<file path="config.mk">
export PLATFORM = sky130hd
export DESIGN_NAME = halton_fetch_ctrl
export DESIGN_NICKNAME = d
export VERILOG_FILES = /design/src/rtl/halton_fetch_pkg.sv /design/src/rtl/halton_sample_fifo.sv /design/src/rtl/halton_fetch_ctrl.sv
export SDC_FILE = /design/constraint.sdc
export NUM_CORES = 1
export LEC_CHECK = 0
export CAP_MARGIN = 20
export CORE_MARGIN = 3
export CORE_UTILIZATION = 49
export DETAILED_ROUTE_END_ITERATION = 8
export PLACE_DENSITY = 0.79
export SYNTH_ARGS = -nofsm -noshare
export SYNTH_HDL_FRONTEND = slang
export SYNTH_SLANG_ARGS = --single-unit
</file>
<file path="constraint.sdc">
create_clock -name clk -period 8.2 [get_ports clk]
set_input_delay 0.82 -clock clk [delete_from_list [all_inputs] [get_ports clk]]
set_output_delay 0.82 -clock clk [all_outputs]
set_load 0.005 [all_outputs]
</file>
<file path="src/rtl/halton_fetch_pkg.sv">
// Shared types and sizing helpers for the Halton sample fetch controller.
package halton_fetch_pkg;

    typedef enum logic [2:0] {
        IDLE   = 3'd0,
        RESEED = 3'd1,
        POP    = 3'd2,
        WAIT   = 3'd3,
        ERR    = 3'd4
    } fetch_state_t;

    localparam int HF_WIDTH = 32;

    // Counter width able to hold 0 .. cycles-1, never narrower than one bit.
    function automatic int to_cnt_w(input int cycles);
        return (cycles < 2) ? 1 : $clog2(cycles);
    endfunction

endpackage

</file>
<file path="src/rtl/halton_sample_fifo.sv">
// Synchronous sample-pair FIFO with flush; read data is the head entry, no read latency.
// Pushes when full and pops when empty are dropped; flush wins over push and pop.
module halton_sample_fifo #(
    parameter int DW    = 64,
    parameter int DEPTH = 4,
    localparam int PTR_W = $clog2(DEPTH),
    localparam int LVL_W = PTR_W + 1
) (
    input  logic             clk,
    input  logic             rst,
    input  logic             flush_i,
    input  logic             push_i,
    input  logic [DW-1:0]    push_dat_i,
    input  logic             pop_i,
    output logic [DW-1:0]    rd_dat_o,
    output logic [LVL_W-1:0] level_o,
    output logic             full_o,
    output logic             empty_o
);

    logic [DW-1:0]    mem_q [DEPTH];
    logic [PTR_W-1:0] wr_ptr_q;
    logic [PTR_W-1:0] rd_ptr_q;
    logic [LVL_W-1:0] level_q;
    logic             do_push;
    logic             do_pop;

    assign full_o   = (level_q == LVL_W'(DEPTH));
    assign empty_o  = (level_q == '0);
    assign do_push  = push_i & ~full_o;
    assign do_pop   = pop_i & ~empty_o;
    assign rd_dat_o = mem_q[rd_ptr_q];
    assign level_o  = level_q;

    // Power-of-two depth lets the pointers wrap by plain overflow.
    always_ff @(posedge clk) begin
        if (rst) begin
            wr_ptr_q <= '0;
            rd_ptr_q <= '0;
            level_q  <= '0;
            for (int i = 0; i < DEPTH; i++) begin
                mem_q[i] <= '0;
            end
        end else if (flush_i) begin
            wr_ptr_q <= '0;
            rd_ptr_q <= '0;
            level_q  <= '0;
        end else begin
            if (do_push) begin
                mem_q[wr_ptr_q] <= push_dat_i;
                wr_ptr_q        <= wr_ptr_q + 1'b1;
            end
            if (do_pop) begin
                rd_ptr_q <= rd_ptr_q + 1'b1;
            end
            case ({do_push, do_pop})
                2'b10:   level_q <= level_q + 1'b1;
                2'b01:   level_q <= level_q - 1'b1;
                default: level_q <= level_q;
            endcase
        end
    end

endmodule

</file>
<file path="src/rtl/halton_fetch_ctrl.sv">
// Requester for the Halton generator: pop/timeout/retry FSM, reseed sequencing, sample buffering.
// Pop issues one cycle after IDLE; push lands on the valid-edge cycle; m_valid follows a cycle later.
module halton_fetch_ctrl
    import halton_fetch_pkg::*;
#(
    parameter int WIDTH          = HF_WIDTH,
    parameter int FIFO_DEPTH     = 4,
    parameter int TIMEOUT_CYCLES = 100,
    parameter int MAX_RETRIES    = 2,
    localparam int LVL_W = $clog2(FIFO_DEPTH) + 1
) (
    input  logic             clk,
    input  logic             rst,
    input  logic             enable,
    input  logic             reseed_req,
    input  logic [31:0]      reseed_value,
    output logic             pop_enable,
    output logic [31:0]      seed,
    output logic             reseed_enable,
    input  logic [WIDTH-1:0] gen_out_0,
    input  logic [WIDTH-1:0] gen_out_1,
    input  logic             gen_valid,
    output logic             m_valid,
    input  logic             m_ready,
    output logic [WIDTH-1:0] m_data_0,
    output logic [WIDTH-1:0] m_data_1,
    output logic [LVL_W-1:0] fifo_level,
    output logic             busy,
    output logic             timeout_err,
    output logic [15:0]      timeout_count
);

    localparam int TO_W = to_cnt_w(TIMEOUT_CYCLES);
    localparam int RT_W = to_cnt_w(MAX_RETRIES + 1);
    localparam logic [TO_W-1:0] TO_LAST = TO_W'(TIMEOUT_CYCLES - 1);
    localparam logic [RT_W-1:0] RT_MAX  = RT_W'(MAX_RETRIES);

    fetch_state_t    state_q, state_d;
    logic [TO_W-1:0] wait_q, wait_d;
    logic [RT_W-1:0] retry_q, retry_d;
    logic            gen_valid_q;
    logic            rs_pend_q, rs_pend_d;
    logic [31:0]     rs_val_q, rs_val_d;
    logic [31:0]     seed_q, seed_d;
    logic            terr_q, terr_d;
    logic [15:0]     tcnt_q, tcnt_d;

    logic            edge_det;
    logic            rs_any;
    logic [31:0]     rs_seed;
    logic            push;
    logic            flush;
    logic            fifo_full;
    logic            fifo_empty;
    logic [2*WIDTH-1:0] head_dat;

    assign edge_det = gen_valid & ~gen_valid_q;
    // A request seen this very cycle counts as pending, with its value taking precedence.
    assign rs_any   = rs_pend_q | reseed_req;
    assign rs_seed  = reseed_req ? reseed_value : rs_val_q;

    always_comb begin
        state_d       = state_q;
        wait_d        = wait_q;
        retry_d       = retry_q;
        seed_d        = seed_q;
        terr_d        = terr_q;
        tcnt_d        = tcnt_q;
        rs_pend_d     = rs_pend_q | reseed_req;
        rs_val_d      = rs_seed;
        push          = 1'b0;
        flush         = 1'b0;
        pop_enable    = 1'b0;
        reseed_enable = 1'b0;
        case (state_q)
            IDLE: begin
                if (rs_any) begin
                    state_d = RESEED;
                    seed_d  = rs_seed;
                end else if (enable && !fifo_full) begin
                    state_d = POP;
                end
            end
            RESEED: begin
                reseed_enable = 1'b1;
                flush         = 1'b1;
                terr_d        = 1'b0;
                retry_d       = '0;
                rs_pend_d     = reseed_req;
                state_d       = IDLE;
            end
            POP: begin
                pop_enable = 1'b1;
                wait_d     = '0;
                state_d    = WAIT;
            end
            WAIT: begin
                if (edge_det) begin
                    push    = 1'b1;
                    retry_d = '0;
                    state_d = IDLE;
                end else begin
                    wait_d = wait_q + 1'b1;
                    if (wait_q == TO_LAST) begin
                        tcnt_d = (tcnt_q == 16'hFFFF) ? tcnt_q : tcnt_q + 16'd1;
                        if (retry_q < RT_MAX) begin
                            retry_d = retry_q + 1'b1;
                            state_d = POP;
                        end else begin
                            terr_d  = 1'b1;
                            state_d = ERR;
                        end
                    end
                end
            end
            ERR: begin
                if (rs_any) begin
                    state_d = RESEED;
                    seed_d  = rs_seed;
                end
            end
            default: state_d = IDLE;
        endcase
    end

    always_ff @(posedge clk) begin
        if (rst) begin
            state_q     <= IDLE;
            wait_q      <= '0;
            retry_q     <= '0;
            gen_valid_q <= 1'b0;
            rs_pend_q   <= 1'b0;
            rs_val_q    <= '0;
            seed_q      <= '0;
            terr_q      <= 1'b0;
            tcnt_q      <= '0;
        end else begin
            state_q     <= state_d;
            wait_q      <= wait_d;
            retry_q     <= retry_d;
            gen_valid_q <= gen_valid;
            rs_pend_q   <= rs_pend_d;
            rs_val_q    <= rs_val_d;
            seed_q      <= seed_d;
            terr_q      <= terr_d;
            tcnt_q      <= tcnt_d;
        end
    end

    halton_sample_fifo #(
        .DW    (2 * WIDTH),
        .DEPTH (FIFO_DEPTH)
    ) u_fifo (
        .clk        (clk),
        .rst        (rst),
        .flush_i    (flush),
        .push_i     (push),
        .push_dat_i ({gen_out_0, gen_out_1}),
        .pop_i      (m_ready),
        .rd_dat_o   (head_dat),
        .level_o    (fifo_level),
        .full_o     (fifo_full),
        .empty_o    (fifo_empty)
    );

    assign m_valid       = ~fifo_empty;
    assign m_data_0      = head_dat[2*WIDTH-1:WIDTH];
    assign m_data_1      = head_dat[WIDTH-1:0];
    assign seed          = seed_q;
    assign busy          = (state_q != IDLE);
    assign timeout_err   = terr_q;
    assign timeout_count = tcnt_q;

endmodule

</file>
Word level (Yosys, flattened, before mapping):

Memories as Yosys holds them, arrays and structs flattened. A register that Yosys moved wholly into a read port is not among the register bits.
Index checks and enable logic that the tools add are counted.

* add/subtract/negate cells: 7
* magnitude comparators: 1
* eq/ne operators: 16
* muxes and demuxes: 35
* bitwise gates (word level): 9
* reductions and logical operators: 17

Operators with widths (number)
* $mux 64: 1
* $reduce_or 64->1: 1
* $mux 32: 1
* $mux 3: 6
* $add 16x1->16 const B: 1
* $eq 16x16->1 const B: 1
* $mux 1: 15
* $pmux 7 s2: 1
* $mux 2: 6
* $pmux 3 s4: 1
* $ne 3x3->1 const B: 3
* $ne 2x2->1 const B: 4
* $reduce_and 4->1: 2
* $add 7x1->7 const B: 1
* $eq 7x7->1 const B: 1
* $mux 7: 1
* $add 2x1->2 const B: 3
* $eq 3x2->1 const B: 2
* $eq 3x3->1 const B: 2
* $logic_not 3->1: 2
* $pmux 3 s2: 1
* $reduce_and 3->1: 2
* $reduce_bool 2->1: 3
* $not 1->1: 5
* 15 further kinds: 19

* flip-flop bits (word level): 102
* RAM bits: 256
* logic and storage cells: 98
* memories kept: 1

Memories
* u_fifo.mem_q: depth 4, bits a word 64, rd ports 1, clocked after Yosys merged registers in 1, write ports 4, RTL line halton_sample_fifo.sv:21 `logic [DW-1:0] mem_q [DEPTH];`

Logic depth before layout (Yosys ltp):

* word-level depth: 11
* gate-level depth with buffers: 10
* gate-level depth less buffers: 8

Hierarchy:

From an unflattened synthesis, not the netlist that was laid out.

* cells, all modules: 1066
* area total of the unflattened synthesis: 15113.2 µm²

Modules (own cells, without submodules)
* halton_sample_fifo: times used 1, cells each 673, area each 11456.0 µm², sequential area each 7867.5 µm²
* halton_fetch_ctrl: times used 1, cells each 393, area each 3657.3 µm², sequential area each 1901.8 µm²

Worst setup path before layout:

No wires, ideal clock.

* kind: input-to-reg
* from: input port gen_valid
* to: memory u_fifo.mem_q[2][0] (enable)
* library setup time: 0.661 ns
* arrival time: 7.762 ns
* slack: -0.223 ns
* stages: 3
* path buffers: 0
* cells stage by stage: and2b_1 > nand3_4 > o41ai_1

RTL lines
* start, declared: RTL line halton_fetch_ctrl.sv:22 `input logic gen_valid,`
* end, declared: RTL line halton_sample_fifo.sv:21

==> metrics.md <==
| Metric | Value |
|---|---|
| Post-synth top area share | `0.505` |
| Most frequent cells in the layout | `256 x and2_1, 256 x edfxtp_1, 219 x clkdlybuf4s50_1` |
| Worst slew margin | `0.300` |
| Die ar. | `0.0332 mm^2` |
| CTS Hold Bufs | `0` |
| Post-synth EDFFs | `256` |
| Synth unique cells | `65` |
| Clk sink count | `360` |
| Final core occ | `0.630` |
| Boundary Pins | `222` |
| Hold_sp | `rs_val_q[11]` |
| Final setup skew | `0.0176 ns` |
| Post-synthesis compound-gate area fraction | `0.0395` |
| Mapped cell area | `0.0152 mm^2` |
| P per Cell Area | `213 mW/mm^2` |
| Largest cells by area after synthesis | `edfxtp_1 51%, dfxtp_1 14%, and2_1 11%` |
| Synth Area in XOR/XNOR | `0.00518` |
| First-pass GRT wire length | `53.6 mm` |
| Vias | `9,352` |
| Leakage | `6.75 nW` |
| RD Place Congestion | `0.801` |
| Final Max Tran Viols | `0` |
| Setup violators final | `0` |
| Setup bufs post-CTS | `0` |
| DRC | `0` |
| Adder-cell area share of the yosys netlist | `0.00378` |
| Total GRT Usage | `0.202` |
| Hold Path Class | `flop to flop` |
| Worst Tran Pin Value | `1.05 ns` |
| Final setup TNS | `0 ns` |
| Worst reg2reg endpoint | `u_fifo.mem_q[3][39]` |
| Post-DP HPWL | `19.8 mm` |
| Crit Path Category | `flop to output pin` |
| R2R Setup Slk | `4.62 ns` |
| Avg Cell Area, Syn | `14.2 um^2` |
| R2r worst-path depth | `7` |
| DRT iter0 DRCs | `777` |
| Worst hold endpoint | `rs_val_q[11]` |
| Port bufs | `221` |
| Site Rows | `63` |
| Cells after synthesis | `1,070` |
| Critical path arrival | `3.12 ns` |
| Status | `finished, final reports clean` |
| Period utilization | `0.480` |
| Placed Instances | `1,623` |
| Synth-to-Final Area Change | `24.6%` |
| Maximum clock frequency | `0.254 GHz` |
| Largest net degree at the start of global routing | `99` |
| Crit. End Element | `output pin` |
| RSZ-0062 raised after global routing | `no` |
| Final hold violations | `0` |
| Hold depth | `2` |
| Seq/Total Area, Yosys | `0.642` |
| Cts repair resizes | `0` |
| Simple-Gate Fraction of Synth Area | `0.167` |
| Share of post-route cells with drive strength above 1 | `0.118` |
| Critical Path RT | `7.38 ns` |
| CP Max Fanout | `37` |
| Syn Nets | `1,176` |
| CTS tree | `built` |
| Clock period minus worst slack | `3.94 ns` |
| Top cell type by total area after synthesis | `edfxtp_1` |
| Async set or reset register ratio after synthesis | `0` |
| YS warnings | `0` |
| Root Driver | `clkbuf_16` |
| Mux cell area share after synthesis | `0.119` |
| Max rail drop VDD | `0.149 mV` |
| Die width | `182 um` |
| Crit start category | `flop` |
| Seq cells post-synth | `360` |
| Post-Route WL | `33.4 mm` |
| Reg2reg start | `state_q[0]` |
| Clk slew on worst S/H paths | `0.06 ns` |
| Detail Route Antenna Nets | `0` |
| Core box area | `0.0301 mm^2` |
| Vias per Instance | `5.53` |
| Initial antenna violation count | `5` |
| Initial Utilization | `0.505` |
| Largest family of logic cells by synthesized area | `simple AND/OR/NAND/NOR gates` |
| Layout Cells excl Fill | `1,691` |
| Clk Latency, worst-skew pair | `0.52 ns` |
| Drt pass-1 iters | `5` |
| WL/cell | `19.8 um` |
| Bufs on Longest Clock Path | `3` |
| CTS buffer count | `38` |
| Vias in the first global route | `9,886` |
| Total global routing overflow | `0` |
| # nets final | `1,379` |
| H-tree depth | `2` |
| Max_cap viols | `0` |
| Total Power | `4.04 mW` |
| Ys flop type | `edfxtp_1` |
| Die Ht | `182 um` |
==> how the worst max path moves through the flow <==
stage / end / slack, ns / cells past startpoint
final: m_data_1[19] / 4.26 / 3
after global routing: m_data_1[19] / 4.00 / 3
after CTS: m_data_1[19] / 4.12 / 3
after detailed placement: u_fifo.mem_q[0][36] / 4.12 / 6
after global placement: u_fifo.mem_q[0][33] / 4.16 / 6
after floorplan: u_fifo.mem_q[2][0] / 2.85 / 3
==> critical path: stages, from the launching register on <==
cell             delay [ns]
dfxtp_4                0.86
buf_4                  0.61
mux4_2                 0.60
clkdlybuf4s50_1        0.51
==> layout make-up <==
type	count	area (um^2)
Inverter	15	56.3
Tap cell	390	488
Timing Repair Buffer	232	2280
Clock inverter	21	201
Sequential cell	360	9780
Fill cell	2215	11200
Antenna cell	1	2.50
Clock buffer	46	1000
Multi-Input combinational cell	626	5150
==> power by group <==
group,total (mW),leakage (nW),switching (mW),internal (mW)
Clock,1.65,0.578,0.677,0.968
Combinational,0.334,2.68,0.159,0.175
Sequential,2.06,3.50,0.0355,2.03
Total,4.04,6.75,0.872,3.17
==> metrics by stage <==
stage	cell area (um^2)	setup slack [ns]	hold slack, ns
floorplan	15200	2.85	0.450
global placement	17800	4.16	0.468
detailed placement	17800	4.12	0.481
CTS	19000	4.12	0.496
global route	19000	4.00	0.520
finish	19000	4.26	0.493
==> cells by family (layout without fill, tap and decap cells) <==
group	after synthesis	after routing
adder cells (fa/ha/maj)	4	4
multiplexers	100	100
XOR/XNOR	9	9
flip-flops	360	360
AO/OA/AOI/OAI	85	85
other	0	1
buffers and inverters	84	314
AND/OR/NAND/NOR	428	428
==> cells in the mapped netlist (2+ instances only) <==
master,n
xnor2_1,4
mux4_2,64
nor2_1,88
a22oi_1,2
mux2i_1,32
nand4_1,6
buf_4,3
nand2_1,7
o31ai_1,7
nand3_1,10
mux2_1,3
o311ai_0,2
o211ai_1,4
clkbuf_1,31
nor4_2,2
or2_2,4
inv_1,15
or4_1,7
nor2b_1,5
nor4_1,8
xor2_1,5
buf_1,11
and2_1,256
nor3_1,6
and2_2,2
nand2b_1,2
dfxtp_1,104
o21ai_0,4
o41ai_1,4
nand3b_1,2
buf_2,21
and4_1,2
ha_1,3
or3_1,7
a21oi_1,15
buf_6,2
edfxtp_1,256
a211oi_1,37
==> sequential cells by signal, indices dropped and copies added (netlist names), named ones only <==
signal / flops
u_fifo.wr_ptr_q: 2
timeout_err: 1
u_fifo.level_o: 3
rs_val_q: 32
timeout_count: 16
retry_q: 2
u_fifo.rd_ptr_q: 2
gen_valid_q: 1
seed: 32
u_fifo.mem_q: 256
wait_q: 7
rs_pend_q: 1
state_q: 3
==> routing by layer <==
layer | track usage | share of wire | vias to the layer above
met4 | 0.0427 | 0.014 | 8
met2 | 0.335 | 0.49 | 310
met5 | 0 | 0.0014 | -
met3 | 0.0702 | 0.095 | 45
met1 | 0.259 | 0.40 | 4639
li1 | - | - | 4350
Note: power is estimated with default switching activity, not from simulation.
